==> config.mk <==
export PLATFORM = sky130hd
export DESIGN_NAME = network_source
export DESIGN_NICKNAME = d
export VERILOG_FILES = /design/src/rtl/network_source.sv
export SDC_FILE = /design/constraint.sdc
export NUM_CORES = 1
export LEC_CHECK = 0
export ABC_AREA = 1
export BUFFER_PORTS_ARGS = -buffer_cell sky130_fd_sc_hd__buf_2
export CAP_MARGIN = 5
export CORE_MARGIN = 5
export CORE_UTILIZATION = 55
export CTS_CLUSTER_SIZE = 25
export DETAILED_ROUTE_END_ITERATION = 16
export PLACE_DENSITY = 0.83
export SYNTH_ARGS = -nofsm -noshare
export SYNTH_HDL_FRONTEND = slang
export SYNTH_SLANG_ARGS = --single-unit
==> constraint.sdc <==
create_clock -name clk -period 2.1 [get_ports clk]
set_input_delay 0.42 -clock clk [delete_from_list [all_inputs] [get_ports clk]]
set_output_delay 0.42 -clock clk [all_outputs]
set_load 0.005 [all_outputs]
==> src/rtl/network_source.sv <==
// Inbound dispatch decoder: turns RUN/CLR/SPK/SNC packets into network
// timestep enables, input spikes, network reset pulses and sync requests.
module network_source #(
  parameter int PKT_WIDTH = 16,
  localparam int NUM_OPC = 8,
  localparam int NUM_INP = 6,
  localparam int PFX_WIDTH = $clog2(NUM_OPC),
  localparam int SPK_WIDTH = $clog2(NUM_INP),
  localparam int RUN_WIDTH = PKT_WIDTH - PFX_WIDTH
) (
  input  logic                 clk,
  input  logic                 rst,
  input  logic                 src_valid,
  output logic                 src_ready,
  input  logic [PKT_WIDTH-1:0] src,
  input  logic                 net_ready,
  output logic                 net_arstn,
  output logic                 net_en,
  output logic [NUM_INP-1:0]   net_inp,
  output logic                 net_sync,
  output logic                 err
);

  localparam logic [PFX_WIDTH-1:0] OPC_RUN = PFX_WIDTH'(0);
  localparam logic [PFX_WIDTH-1:0] OPC_CLR = PFX_WIDTH'(1);
  localparam logic [PFX_WIDTH-1:0] OPC_SPK = PFX_WIDTH'(2);
  localparam logic [PFX_WIDTH-1:0] OPC_SNC = PFX_WIDTH'(3);

  typedef enum logic [1:0] {IDLE, RUNS, CLRD, SYNC} state_t;

  state_t               state_reg, state_next;
  logic [NUM_INP-1:0]   acc_reg, acc_next;
  logic [RUN_WIDTH-1:0] runs_reg, runs_next;
  logic                 err_reg, err_next;

  logic [PFX_WIDTH-1:0] opc;
  logic [RUN_WIDTH-1:0] payload;
  logic [SPK_WIDTH-1:0] idx;

  assign opc     = src[PKT_WIDTH-1 -: PFX_WIDTH];
  assign payload = src[RUN_WIDTH-1:0];
  assign idx     = src[RUN_WIDTH-1 -: SPK_WIDTH];
  assign err     = err_reg;

  always_comb begin
    state_next = state_reg;
    acc_next   = acc_reg;
    runs_next  = runs_reg;
    err_next   = err_reg;
    src_ready  = (state_reg == IDLE) && !rst;
    net_en     = 1'b0;
    net_sync   = 1'b0;
    net_arstn  = !rst;
    net_inp    = '0;
    case (state_reg)
      IDLE: begin
        if (src_valid && src_ready) begin
          case (opc)
            OPC_SPK: begin
              if (int'(idx) >= NUM_INP) err_next = 1'b1;
              else acc_next[idx] = 1'b1;
            end
            OPC_RUN: begin
              runs_next = payload;
              if (payload != '0) state_next = RUNS;
            end
            OPC_CLR: begin
              acc_next   = '0;
              state_next = CLRD;
            end
            OPC_SNC: state_next = SYNC;
            default: err_next = 1'b1;
          endcase
        end
      end
      RUNS: begin
        net_en = net_ready && !rst;
        if (net_en) begin
          // Spikes belong to the first timestep of a run only.
          net_inp   = acc_reg;
          acc_next  = '0;
          runs_next = runs_reg - RUN_WIDTH'(1);
          if (runs_reg == RUN_WIDTH'(1)) state_next = IDLE;
        end
      end
      CLRD: begin
        net_arstn  = 1'b0;
        state_next = IDLE;
      end
      SYNC: begin
        net_sync = net_ready && !rst;
        if (net_sync) state_next = IDLE;
      end
      default: state_next = IDLE;
    endcase
  end

  always_ff @(posedge clk) begin
    if (rst) begin
      state_reg <= IDLE;
      acc_reg   <= '0;
      runs_reg  <= '0;
      err_reg   <= 1'b0;
    end else begin
      state_reg <= state_next;
      acc_reg   <= acc_next;
      runs_reg  <= runs_next;
      err_reg   <= err_next;
    end
  end

endmodule

* Yosys cells after proc, flatten, opt, wreduce, memory -nomap -nowiden
Index checks and enable logic that the tools add are counted.
** Storage, ports and cells
- Flip-flop bits (word level) :: 22
- Input port bits :: 20
- Word-level logic and storage cells :: 66
- Output and inout bits :: 11
** Cells by class
- Order comparisons :: 3
- Muxes and demuxes :: 25
- Add/sub/neg operators :: 1
- Bitwise logic cells :: 2
- Equality and inequality tests :: 17
- Reductions and logical operators :: 14
** Operators with widths (count)
- $mux 13 :: 3
- $mux 6 :: 5
- $pmux 13 s2 :: 1
- $pmux 6 s2 :: 2
- $eq 13x1->1 const B :: 1
- $reduce_bool 13->1 :: 1
- $sub 13x1->13 const B :: 1
- $mux 2 :: 5
- $ne 2x2->1 const B :: 4
- $pmux 2 s4 :: 1
- $reduce_and 4->1 :: 2
- $eq 3x2->1 const B :: 2
- $ne 3x3->1 const B :: 2
- $or 6x6->6 :: 1
- $pmux 2 s3 :: 1
- $reduce_and 6->1 :: 1
- $mux 1 :: 5
- $reduce_and 5->1 :: 1
- $eq 2x2->1 const B :: 2
- $logic_and 1x1->1 :: 4
- $lt 3x4->1 const B :: 1
- $ne 2x1->1 const B :: 2
- $ne 4x1->1 const B :: 1
- $demux 1 s3 :: 1
- 12 further kinds :: 12

* Longest topological paths before layout
- Depth in word-level cells :: 9
- Mapped depth :: 12
- Gate-level depth less buffers :: 12

* Least setup slack after synthesis
No wires, ideal clock.
- Kind :: input to register
- From :: input rst
- To :: register runs_reg[8]
- Buffers on the path :: 2
- Data arrival time :: 1.329 ns
- Required time :: 1.968 ns
- Stages :: 8
- Slack :: 0.638 ns
- Setup time :: 0.132 ns
- Cell sequence :: buf_2 nor2_2 nand2_4 nand2_1 nand2_2 buf_6 o21ai_1 a21oi_1
** Between the ends
- Longest elaborated chain between the ends :: 5
- Elaborated cells between the ends (all ways) :: 7
- Classes of those cells :: eq/ne (2); reduce/logical (5)
** Ends and longest elaborated chain
- start: declaration :: line 12 : input logic rst,
- $logic_not 1->1 :: line 50, 77
- $logic_and 1x1->1 :: line 50 : src_ready = (state_reg == IDLE) && !rst;
- $logic_and 1x1->1 :: line 57 : if (src_valid && src_ready) begin
- $ne 2x1->1 (no line)
- $reduce_and 4->1 (no line)
- end signal: assignment :: line 107 : runs_reg <= runs_next;
- end: declaration :: line 33 : logic [RUN_WIDTH-1:0] runs_reg, runs_next;
Several ways; a longest one is shown, not always the timed one.
A chain may end at the register's enable or synchronous reset.

* Final worst setup path
- From :: register state_reg[1]
- To :: output net_inp[0]
** Between the ends
- Longest elaborated chain between the ends :: 2
** Ends and longest elaborated chain
- start: declaration :: line 31 : state_t state_reg, state_next;
- start signal: assignment :: line 105 : state_reg <= state_next;
- $eq 2x1->1 :: line 55 : case (state_reg)
- $mux 6 :: line 55
- end: declaration :: line 19 : output logic [NUM_INP-1:0] net_inp,
No other way between the ends.

==> metrics.csv <==
stage,metric,value,unit
status,status,completed,
logic_synthesis,Netlist cell types,28,
sta,minimum clock period,1.93,ns
pwr,Leak,0.860,nW
clocking,CTS tree,built,
cells_and_area,max reg flops,13,
route,Pre-Repair DR Iteration Count,5,
job,max_cap viols,0,
sta,Setup TNS Final,0,ns
placed_design,GPL Wtd Cong,0.891,
pwr,PwrDens,987,nW/µm²
global_route,vias in the first global route,1590,
sta,Max Clock Skew,0.00471,ns
cells_and_area,nets,324,
die,Starting Density,57.1,%
setup_path,Critical Path Max Stage Delay,0.42,ns
setup_path,Worst Path Max Fanout,20,
setup_path,CP Class,flop to primary output,
die,Core ar.,2730,µm²
route,# DRC,0,
setup_path,CP bufs+invs,3,
sta,Tcrit/Tclk final,92.0,%
route,DRT iter0 DRCs,155,
cells_and_area,synthesis-to-finish area growth,13.6,%
global_route,gr usage total,19.6,%
setup_path,critical path required time,1.68,ns
die,Die Wd,63.3,µm
sta,hold slack,0.399,ns
placed_design,post-DP HPWL,2.80,mm
cells_and_area,Register Area,440,µm²
global_route,antenna violations before repair,0,
logic_synthesis,Syn. warnings,0,
cells_and_area,Multi-input gate area,916,µm²
route,post-route ant nets,0,
placed_design,Port-buffer cells,30,
sta,Final Max Tran Viols,0,
setup_path,worst endpoint data arrival time,1.51,ns
die,die height,63.3,µm
cells_and_area,fraction of final layout cells sized beyond drive strength 1,16.6,%
die,Ports,31,
clocking,CTS Root Cell,clkbuf_4,
die,Row Count,19,
sta,Fmax achieved,0.518,GHz
clocking,Post-CTS Repair Setup Buffers,0,
sta,RSZ-0062 raised after global routing,false,
cells_and_area,ANT cells,0,
cells_and_area,FILL cells,284,
sta,Setup Viol. Count Final,0,
sta,Worst Max-Slew Pin Slew,0.371,ns
route,routed len/inst,11.5,µm
setup_path,CP cell instances,inv_2 -> nand2_4 -> clkinv_2 -> nand2_4 -> nor2_1 -> buf_2,
logic_synthesis,Cells after Synth,272,
hold_path,HP Class,input port to flop,
pwr,VDD IR-drop max,914,µV
setup_path,crit path launch type,flop,
pwr,Power Total,1.75,mW
clocking,Bufs on Longest Clock Path,2,
clocking,Worst-path clk slew,0.13,ns
global_route,first-pass GRT wire length,6.68,mm
global_route,largest net degree at the start of global routing,21,
sta,Hold Fails Final Rpt,0,
logic_synthesis,Yosys reg bits,22,
route,final WL,3.81,mm
route,vias,1701,
logic_synthesis,"Seq/Total Area, Yosys",28.2,%
clocking,cts bufs inserted,3,
logic_synthesis,Mapped Area,1560,µm²
clocking,Clock H-tree levels,1,
clocking,worst skew pair latency,0.31,ns
global_route,remaining global-route overflow,0,
logic_synthesis,Post-Syn Nets,294,
setup_path,Crit path max-delay family,buffers and inverters,
setup_path,most numerous cell on the critical path,nand2_4,
setup_path,Critical Path End Type,primary output,
logic_synthesis,syn avg cell area,5.74,µm²
clocking,Clock Sinks,22,
die,die footprint,4000,µm²
setup_path,crit path max-delay cell type,dfxtp_1,
sta,Rel. slew slack,75.1,%
route,vias per cell,5.12,
## cell type report
| class | instances | area share [%] |
|---|---|---|
| Clock buffer | 3 | 1.27 |
| Clock inverter | 1 | 1.69 |
| Tap cell | 31 | 2.19 |
| Inverter | 44 | 9.39 |
| Multi-Input combinational cell | 200 | 51.7 |
| Timing Repair Buffer | 31 | 8.90 |
| Sequential cell | 22 | 24.9 |
## cell usage in the layout, fill, tap and decap left out, types with 2 or more instances in the layout
cell type / instances
dfxtp_1: 22
nand4_1: 2
nor2_1: 48
buf_2: 30
nand2_4: 2
ha_1: 2
clkinv_1: 2
nand2_2: 3
nor3_1: 4
a21oi_1: 21
nor2_2: 2
clkbuf_4: 3
nand3_1: 18
inv_2: 3
o21ai_1: 14
nand2_1: 72
o21ai_0: 5
inv_1: 38
## what timing repair did
action,4_1_cts,5_1_grt
hold buffers,0,0
gates resized for setup,0,1
endpoints found under the setup margin,0,4
## cell usage after synthesis
| master | instances | area [µm²] |
|---|---|---|
| inv_2 | 4 | 15.0 |
| clkinv_1 | 2 | 7.51 |
| a21oi_4 | 1 | 16.3 |
| or2_2 | 1 | 6.26 |
| buf_2 | 1 | 5.00 |
| nand3_1 | 18 | 90.1 |
| buf_4 | 2 | 15.0 |
| o21ai_2 | 1 | 8.76 |
| o21ai_1 | 14 | 70.1 |
| a21oi_1 | 21 | 105 |
| nor3_1 | 4 | 20.0 |
| o21ai_0 | 5 | 25.0 |
| nor2_1 | 48 | 180 |
| dfxtp_1 | 22 | 440 |
| nand4_1 | 2 | 12.5 |
| buf_1 | 1 | 3.75 |
| o21a_1 | 1 | 7.51 |
| nand2_4 | 2 | 22.5 |
| nand2_1 | 72 | 270 |
| nand3b_1 | 1 | 7.51 |
| clkbuf_1 | 1 | 3.75 |
| nand2_2 | 3 | 18.8 |
| buf_6 | 1 | 11.3 |
| nor2_2 | 2 | 12.5 |
| inv_1 | 38 | 143 |
| nand3_2 | 1 | 10.0 |
| ha_1 | 2 | 25.0 |
| o211ai_1 | 1 | 7.51 |
## metal layers
layer	GRT usage [%]	part of all wire, %	vias up
li1	-	-	906
met1	26.8	47	717
met2	31.8	46	72
met3	3.37	6.7	6
met4	5.19	0.60	0
met5	0	0	-
## power by group
part	leakage (nW)	internal, mW	switching (mW)	total [mW]
Sequential	0.178	0.474	0.0591	0.533
Combinational	0.653	0.292	0.592	0.884
Clock	0.0279	0.193	0.138	0.331
## final timing paths
path                                                start                        to  slack (ns)  cells after the start
worst max-delay path            state_reg[1]$_SDFFE_PP0P_                net_inp[0]        0.17                      6
worst max register to register  state_reg[1]$_SDFFE_PP0P_  runs_reg[3]$_SDFFE_PP0P_        0.41                      8
worst min register to register           err$_SDFFE_PP0P_          err$_SDFFE_PP0P_        0.47                      2
worst min-delay path                              src[10]   acc_reg[5]$_SDFFE_PP0P_        0.40                      3
## logic make-up (layout without fill, tap and decap cells)
kind of cell	after synthesis	after routing	share of synthesized area [%]
AOI/OAI and AO/OA	44	44	15.4
adders and majority gates	2	2	1.60
DFF	22	22	28.2
buffers and inverters	50	79	13.1
and+or+nand+nor	154	154	41.7
## worst reg2reg max path: cells and delay by family, from the launching register on
kind	cells	cell delay, ns
AND/OR/NAND/NOR	4	0.62
buffers and inverters	2	0.31
flip-flops	1	0.42
AO/OA/AOI/OAI	2	0.24
## metrics by stage
stage | setup slack [ns] | cell area, µm² | utilization, % | std cells
6_report | 0.169 | 1770 | 64.8 | 332
5_1_grt | 0.0399 | 1770 | 64.8 | 332
4_1_cts | 0.120 | 1770 | 64.8 | 332
3_5_place_dp | 0.365 | 1720 | 62.8 | 328
3_3_place_gp | 0.422 | 1720 | 62.8 | 328
2_1_floorplan | 0.638 | 1560 | - | 272
Power figures use the tool's default switching activity.
